[src/rtl/universal_shift_register.sv]
// Parametrised universal shift register: hold / shift right / shift left / parallel load,
// with a word counter. Define USR_PARITY_EN to add the combinational parity output.
module universal_shift_register #(
  parameter int WIDTH = 8,
  parameter int CW    = $clog2(WIDTH)
) (
  input  logic             clk,
  input  logic             rst_n,
  input  logic [1:0]       mode,
  input  logic             sin_r,
  input  logic             sin_l,
  input  logic [WIDTH-1:0] par_in,
  output logic [WIDTH-1:0] par_out,
  output logic             serial_out,
  output logic [CW-1:0]    shift_cnt,
  output logic             word_done
`ifdef USR_PARITY_EN
  , output logic           parity
`endif
);

  typedef enum logic [1:0] {
    MODE_HOLD  = 2'b00,
    MODE_RIGHT = 2'b01,
    MODE_LEFT  = 2'b10,
    MODE_LOAD  = 2'b11
  } mode_e;

  logic [WIDTH-1:0] sreg, sreg_nxt;
  logic             sout_nxt;
  logic [CW-1:0]    cnt_nxt;
  logic             done_nxt;
  logic             is_shift;
  logic             at_wrap;

  assign at_wrap = (shift_cnt == CW'(WIDTH - 1));

  // NOTE: every always_comb output gets a default first so no path infers a latch.
  always_comb begin
    sreg_nxt = sreg;
    sout_nxt = serial_out;
    cnt_nxt  = shift_cnt;
    done_nxt = 1'b0;
    is_shift = 1'b0;
    unique case (mode_e'(mode))
      MODE_HOLD: ;
      MODE_RIGHT: begin
        sreg_nxt = {sin_r, sreg[WIDTH-1:1]};
        sout_nxt = sreg[0];
        is_shift = 1'b1;
      end
      MODE_LEFT: begin
        sreg_nxt = {sreg[WIDTH-2:0], sin_l};
        sout_nxt = sreg[WIDTH-1];
        is_shift = 1'b1;
      end
      MODE_LOAD: begin
        sreg_nxt = par_in;
        cnt_nxt  = '0;
      end
      default: ;
    endcase
    // Direction never resets the count; only a load or a wrap does.
    if (is_shift) begin
      if (at_wrap) begin
        cnt_nxt  = '0;
        done_nxt = 1'b1;
      end else begin
        cnt_nxt  = shift_cnt + 1'b1;
      end
    end
  end

  // NOTE: sequential state uses non-blocking assignments so all flops update together.
  always_ff @(posedge clk or negedge rst_n) begin
    if (!rst_n) begin
      sreg       <= '0;
      serial_out <= 1'b0;
      shift_cnt  <= '0;
      word_done  <= 1'b0;
    end else begin
      sreg       <= sreg_nxt;
      serial_out <= sout_nxt;
      shift_cnt  <= cnt_nxt;
      word_done  <= done_nxt;
    end
  end

  assign par_out = sreg;

`ifdef USR_PARITY_EN
  assign parity = ^sreg;
`endif

endmodule
[config.mk]
export PLATFORM = sky130hd
export DESIGN_NAME = universal_shift_register
export DESIGN_NICKNAME = d
export VERILOG_FILES = /design/src/rtl/universal_shift_register.sv
export SDC_FILE = /design/constraint.sdc
export NUM_CORES = 1
export LEC_CHECK = 0
export ABC_AREA = 1
export CORE_MARGIN = 2
export CORE_UTILIZATION = 44
export DETAILED_ROUTE_END_ITERATION = 12
export MAX_ROUTING_LAYER = met4
export PLACE_DENSITY = 0.79
export SYNTH_ARGS = -nofsm -noshare
export SYNTH_HDL_FRONTEND = slang
export SYNTH_SLANG_ARGS = --single-unit
[constraint.sdc]
create_clock -name clk -period 1.2 [get_ports clk]
set_input_delay 0.24 -clock clk [delete_from_list [all_inputs] [get_ports clk]]
set_output_delay 0.24 -clock clk [all_outputs]
set_load 0.02 [all_outputs]
==> results of run 1 <==
## worst max-delay path by stage
| stage | from | end | slack, ns | cells after the start |
|---|---|---|---|---|
| 4_1_cts | par_out[1] | par_out[1] | 0.003 | 1 |
| 6_report | shift_cnt[1] | shift_cnt[1] | 0.03 | 1 |
| 3_3_place_gp | mode[0] | par_out[7] | -0.48 | 8 |
| 2_1_floorplan | shift_cnt[0] | shift_cnt[2] | 0.03 | 4 |
| 3_5_place_dp | mode[0] | par_out[5] | -0.51 | 8 |
| 5_1_grt | shift_cnt[0] | shift_cnt[2] | -0.02 | 5 |
## metal layers
layer,global-route usage (%),up-vias,share of wire (%),routed length (µm)
li1,-,426,-,-
met1,25.2,372,42,855
met2,38.1,25,51,1040
met3,5.38,4,5.0,101
met4,8.89,0,1.2,24
met5,-,-,0,0
## layout by cell type (no fill, tap or decap), drive strengths merged
cell type      Yosys  final
clkbuf             0     11
dlygate4sd2        0      1
bufinv             1      1
clkinvlp           0      1
clkdlybuf4s50      0     11
a31oi              1      1
buf                3     26
bufbuf             0      1
nand2             26     26
dfrtp             13     13
nor2              34     34
ha                 5      5
clkdlybuf4s15      0      2
nand3             11     11
inv               13     13
## where the power goes
part / internal (µW) / total (µW) / switching [µW]
logic: 329 / 668 / 339
clock network: 129 / 274 / 145
registers: 508 / 547 / 38.6
## repair_timing
item	4_1_cts	5_1_grt
pin swaps	1	3
setup buffers	2	0
cloned	2	0
endpoints found under the setup margin	25	16
gates resized for setup	43	14
## kinds of logic after synthesis
kind of cell / after synthesis / share of synthesized area (%)
AND/OR/NAND/NOR: 71 / 38.2
adder cells (fa/ha/maj): 5 / 7.55
flip-flops: 13 / 39.3
AO/OA/AOI/OAI: 1 / 0.756
buffers and inverters: 17 / 14.2
## metrics by stage
| step | TNS (ns) | hold slack [ns] | std cells |
|---|---|---|---|
| 3_5_place_dp | -5.67 | 0.536 | 174 |
| 2_1_floorplan | 0 | -0.0556 | 107 |
| 5_1_grt | -0.0231 | 0.276 | 182 |
| 3_3_place_gp | -5.22 | 0.540 | 174 |
| 6_report | 0 | 0.265 | 182 |
| 4_1_cts | 0 | 0.267 | 182 |
## layout make-up
type	count	area, µm²
repair inverters	1	7.51
repair buffers	48	410
fillers	129	433
well taps	25	31.3
flip-flops and latches	13	325
inverters	14	83.8
multi-input cells	77	428
clock buffers	4	26.3
## flip-flops by register name, summed over array words and instances (netlist names)
name and flops:
par_out 8, shift_cnt 3, serial_out 1, word_done 1
==> impl_metrics.yaml, run 1 <==
logic_synthesis:
  synth_area_leaders: "dfrtp_1 (39%), nor2_1 (12%), nand2_1 (11%)"
  synthArstFlopShare_pct: 100
  yosys_warnings: 0
  yosysSeqAreaShare_pct: 39.3
  synth_top_cell_by_area: "dfrtp_1"
  yosysUniqueCellTypes: 13
  synth_top_area_share_pct: 39.3
  synth.most_common_cell: "nor2_1"
  syn_nets: 126
  synth_edf_count: 0
  synth_cells: 107
  synth_area_per_cell_um2: 7.74
  synthFlopType: "dfrtp_1"
  synth_commonest_cells: "nor2_1 (26), nand2_1 (25), dfrtp_1 (13)"
  synth-seq-cells: 13
  netlist_area_um2: 828
worst_setup_path:
  worst_setup_path_end_kind: "output pin"
  reg2regPathDepth: 5
  r2r_slack_ns: 0.04
  path_class: "flop to output pin"
  worst-path-buf-inv: 1
  cpPeakStageDelay_ns: 0.39
  path_max_fanout: 2
  cp_data_required_time_ns: 0.96
  crit_arrival_ns: 0.93
  worstReg2RegStart: "shift_cnt[0]"
  r2r-end: "shift_cnt[2]"
  cp-start-kind: "flop"
  path_cells: "clkdlybuf4s15_2"
  cp_top_family: "flip-flops"
  slowest_stage: "dfrtp_1"
clock_tree:
  clk_pin_slew_ns: 0.08
  worstSkewPairLatency_ns: 0.28
  cts_tree: "built"
  hold_buffers: 0
  clock_path_buffers: 2
  root_buffer: "clkbuf_4"
  cts_made_buffers: 3
  cts_sinks: 13
  htreeDepth: 1
finish:
  nets: 177
  area_delta_synth_final_pct: 58.5
  drive_gt1_share_pct: 36.3
  final_area_um2: 1310
  antenna_cells: 0
  utilization_pct: 75.2
global_route:
  grt_max_degree: 14
  grt_pass1_wl_um: 3310
  grt_overflow_total: 0
  grt_antenna_before_repair: 0
  grt_pass1_vias: 810
  grt.total_usage_pct: 22.5
die:
  die_w_um: 47.4
  ios: 27
  die_y_um: 47.4
  row_count: 15
  core_um2: 1750
  start_util_pct: 47.5
  die_area_um2: 2250
placed_design:
  io_buffers: 26
  dp_slack_ns: -0.507
  dpl_cell_area_um2: 1240
  gp_congestion: 0.797
  hpwl_um: 1420
sta:
  max_slew.worst_pin.slew_ns: 0.181
  max_freq_mhz: 858
  drv_slew: 0
  hold_viol: 0
  fin_worst_skew_ns: 0.00807
  slew_headroom_pct: 87.9
  fin_ws_ns: 0.0349
  min_period_ns: 1.17
  period_share_pct: 97.1
  setup_violations: 0
  rsz0062_at_grt: "true"
pwr:
  power.total_uw: 1490
  power_density_nw_per_um2: 1130
  p_leak_uw: 0.000685
  vdd_drop_max_mv: 0.744
job:
  cap_violations: 0
detailed_routing:
  wl_um: 2020
  wire_per_inst_um: 11.1
  drtIter0Drc: 9
  vias: 827
  routed_via_density: 4.54
  drcViolationCount: 0
  dr.pass1.iters: 4
  ant_nets: 0
status:
  status: "finished clean"
hold_path:
  min_path_type: "input port to async pin"
Power figures use the tool's default switching activity.
==> run 2, diff against run 1 <==
- ABC_AREA: 1 -> 0
- CORE_MARGIN: 2 -> 3
- CORE_UTILIZATION: 44 -> 42
- PLACE_DENSITY: 0.79 -> 0.78
==> run 2 against run 1 <==
Compared with the run above: clock power hardly changed; worst setup slack worse by 0.011 ns; clock skew is 0.0014 ns higher; sequential share of layout area is 1.8 points higher; sequential cell count stayed put; combinational power is 6.1% lower; register-to-register slack worse by 0.02 ns; critical path depth is 3 higher; routed wire length is 9.6% higher; total power is 1.8% lower; largest cell class unchanged.
==> impl_metrics.yaml, run 2 <==
status:
  status: "finished clean"
placed_design:
  io_buffers: 26
  dpl_cell_area_um2: 1200
  gp_congestion: 0.800
  dp_slack_ns: -0.560
  hpwl_um: 1350
clock_tree:
  root_buffer: "clkbuf_4"
  htreeDepth: 1
  cts_made_buffers: 3
  cts_tree: "built"
  hold_buffers: 0
  clk_pin_slew_ns: 0.09
  worstSkewPairLatency_ns: 0.27
  clock_path_buffers: 2
  cts_sinks: 13
die:
  core_um2: 1580
  die_y_um: 47.9
  die_w_um: 47.9
  die_area_um2: 2290
  ios: 27
  start_util_pct: 46.7
  row_count: 14
sta:
  min_period_ns: 1.18
  max_slew.worst_pin.slew_ns: 0.200
  period_share_pct: 98.0
  fin_ws_ns: 0.0243
  max_freq_mhz: 851
  slew_headroom_pct: 86.6
  fin_worst_skew_ns: 0.00944
  setup_violations: 0
  drv_slew: 0
  rsz0062_at_grt: "true"
  hold_viol: 0
  hold_ws_ns: 0.268
worst_setup_path:
  cp-start-kind: "flop"
  cp_top_family: "flip-flops"
  worst-path-buf-inv: 0
  slowest_stage: "dfrtp_2"
  path_cells: "ha_2 -> ha_1 -> nor4b_2 -> a21o_1"
  path_max_fanout: 3
  worst_setup_path_end_kind: "flop"
  path_class: "flop to flop"
  crit_arrival_ns: 1.38
  cp_data_required_time_ns: 1.40
  cpPeakStageDelay_ns: 0.42
pwr:
  power_density_nw_per_um2: 1190
  vdd_drop_max_mv: 1.07
  power.total_uw: 1460
  p_leak_uw: 0.000581
finish:
  drive_gt1_share_pct: 50.4
  final_area_um2: 1230
  final_cell_mix: "buf_4 (27), nand2_1 (12), clkdlybuf4s50_1 (11), dfrtp_1 (11), clkbuf_2 (10)"
  nets: 143
  area_delta_synth_final_pct: 67.7
  antenna_cells: 0
  largest_register_ffs: 8
  layout_commonest_cell: "buf_4"
  fillCellCount: 106
  utilization_pct: 78.3
logic_synthesis:
  synthFlopType: "dfrtp_1"
  synth_top_area_share_pct: 44.2
  synth_top_cell_by_area: "dfrtp_1"
  synth_cells: 69
  synthArstFlopShare_pct: 100
  syn_nets: 88
  yosys_warnings: 0
  synth.most_common_cell: "dfrtp_1"
  yosysUniqueCellTypes: 19
  synth_area_leaders: "dfrtp_1 (44%), or4b_1 (9.5%), ha_1 (8.5%)"
  netlist_area_um2: 736
  synth_commonest_cells: "dfrtp_1 (13), nand2_1 (12), a22oi_1 (8)"
  synth_edf_count: 0
  synth_area_per_cell_um2: 10.7
  synth-seq-cells: 13
  yosysSeqAreaShare_pct: 44.2
detailed_routing:
  drtIter0Drc: 13
  ant_nets: 0
  vias: 803
  routed_via_density: 5.78
  wl_um: 2210
  drcViolationCount: 0
  dr.pass1.iters: 4
  wire_per_inst_um: 15.9
global_route:
  grt_pass1_vias: 806
  grt_antenna_before_repair: 0
  grt_max_degree: 16
  grt_overflow_total: 0
  grt_pass1_wl_um: 3530
  grt.total_usage_pct: 23.0
job:
  cap_violations: 0
hold_path:
  min_path_type: "input port to async pin"
==> run 2: changes by cell type after synthesis, moves of 2 or more <==
cell	change
clkbuf_1	+2
inv_1	-8
o21ai_0	+2
a22oi_1	+8
nor2_2	-8
or4b_1	+7
nand3_1	-11
o211ai_1	+7
nand2_1	-13
nor2_1	-25
inv_8	-2
==> run 2: worst register-to-register path, delay by kind of cell (launching register included) <==
family,cells,cell delay (ns)
AND/OR/NAND/NOR,1,0.22
adder cells (fa/ha/maj),2,0.37
AO/OA/AOI/OAI,1,0.11
flip-flops,1,0.42
==> run 2: cell families (layout without fill, tap and decap cells) <==
logic type	count (synthesis)	in the layout	synth area share, %
and+or+nand+nor	23	23	20.1
adders and majority gates	5	5	8.50
buffers and inverters	7	61	5.78
muxes	1	1	1.36
DFF	13	13	44.2
AOI/OAI and AO/OA	20	20	20.1
==> run 2: final timing paths <==
| path | startpoint | endpoint | slack, ns | cells past startpoint |
|---|---|---|---|---|
| max in group asynchronous | rst_n | shift_cnt[1] | 0.74 | 2 |
| max reg2reg | shift_cnt[1] | shift_cnt[0] | 0.02 | 4 |
| min in group clk | mode[0] | par_out[1] | 0.47 | 4 |
| min reg2reg | shift_cnt[1] | shift_cnt[1] | 0.54 | 2 |
| max | shift_cnt[1] | shift_cnt[0] | 0.02 | 4 |
| min | rst_n | par_out[4] | 0.27 | 2 |
==> run 2: stage by stage <==
stage / TNS, ns / cells
final: 0 / 139
after global routing: -0.0568 / 139
after CTS: -0.0167 / 141
after detailed placement: -6.11 / 130
after global placement: -5.70 / 130
after floorplan: -0.0102 / 69
==> run 2: area by class of cell <==
cell class / instances / area (µm²) / area share (%)
clock buffers: 4 / 26.3 / 2.13
inverters: 2 / 7.51 / 0.609
flip-flops and latches: 13 / 328 / 26.6
well taps: 16 / 20.0 / 1.62
multi-input cells: 49 / 435 / 35.3
repair buffers: 55 / 417 / 33.8
==> run 2: timing repair <==
item | 4_1_cts | 5_1_grt
gates resized for setup | 43 | 20
buffers inserted | 7 | 0
setup endpoints to repair | 25 | 20
gates cloned | 0 | 0
pin swaps | 5 | 3
==> run 2: report_power, final <==
group	switching (µW)	internal, µW
Clock	147	128
Sequential	44.5	515
Combinational	309	319
Total	500	962
==> run 2: per-layer routing <==
metal  track usage, %  vias to the layer above  wire length (µm)
li1                 -                      371                 -
met3             4.51                        8               128
met2             35.9                       28              1060
met4             12.4                        0                57
met5                -                        -                 0
met1             27.6                      396               964
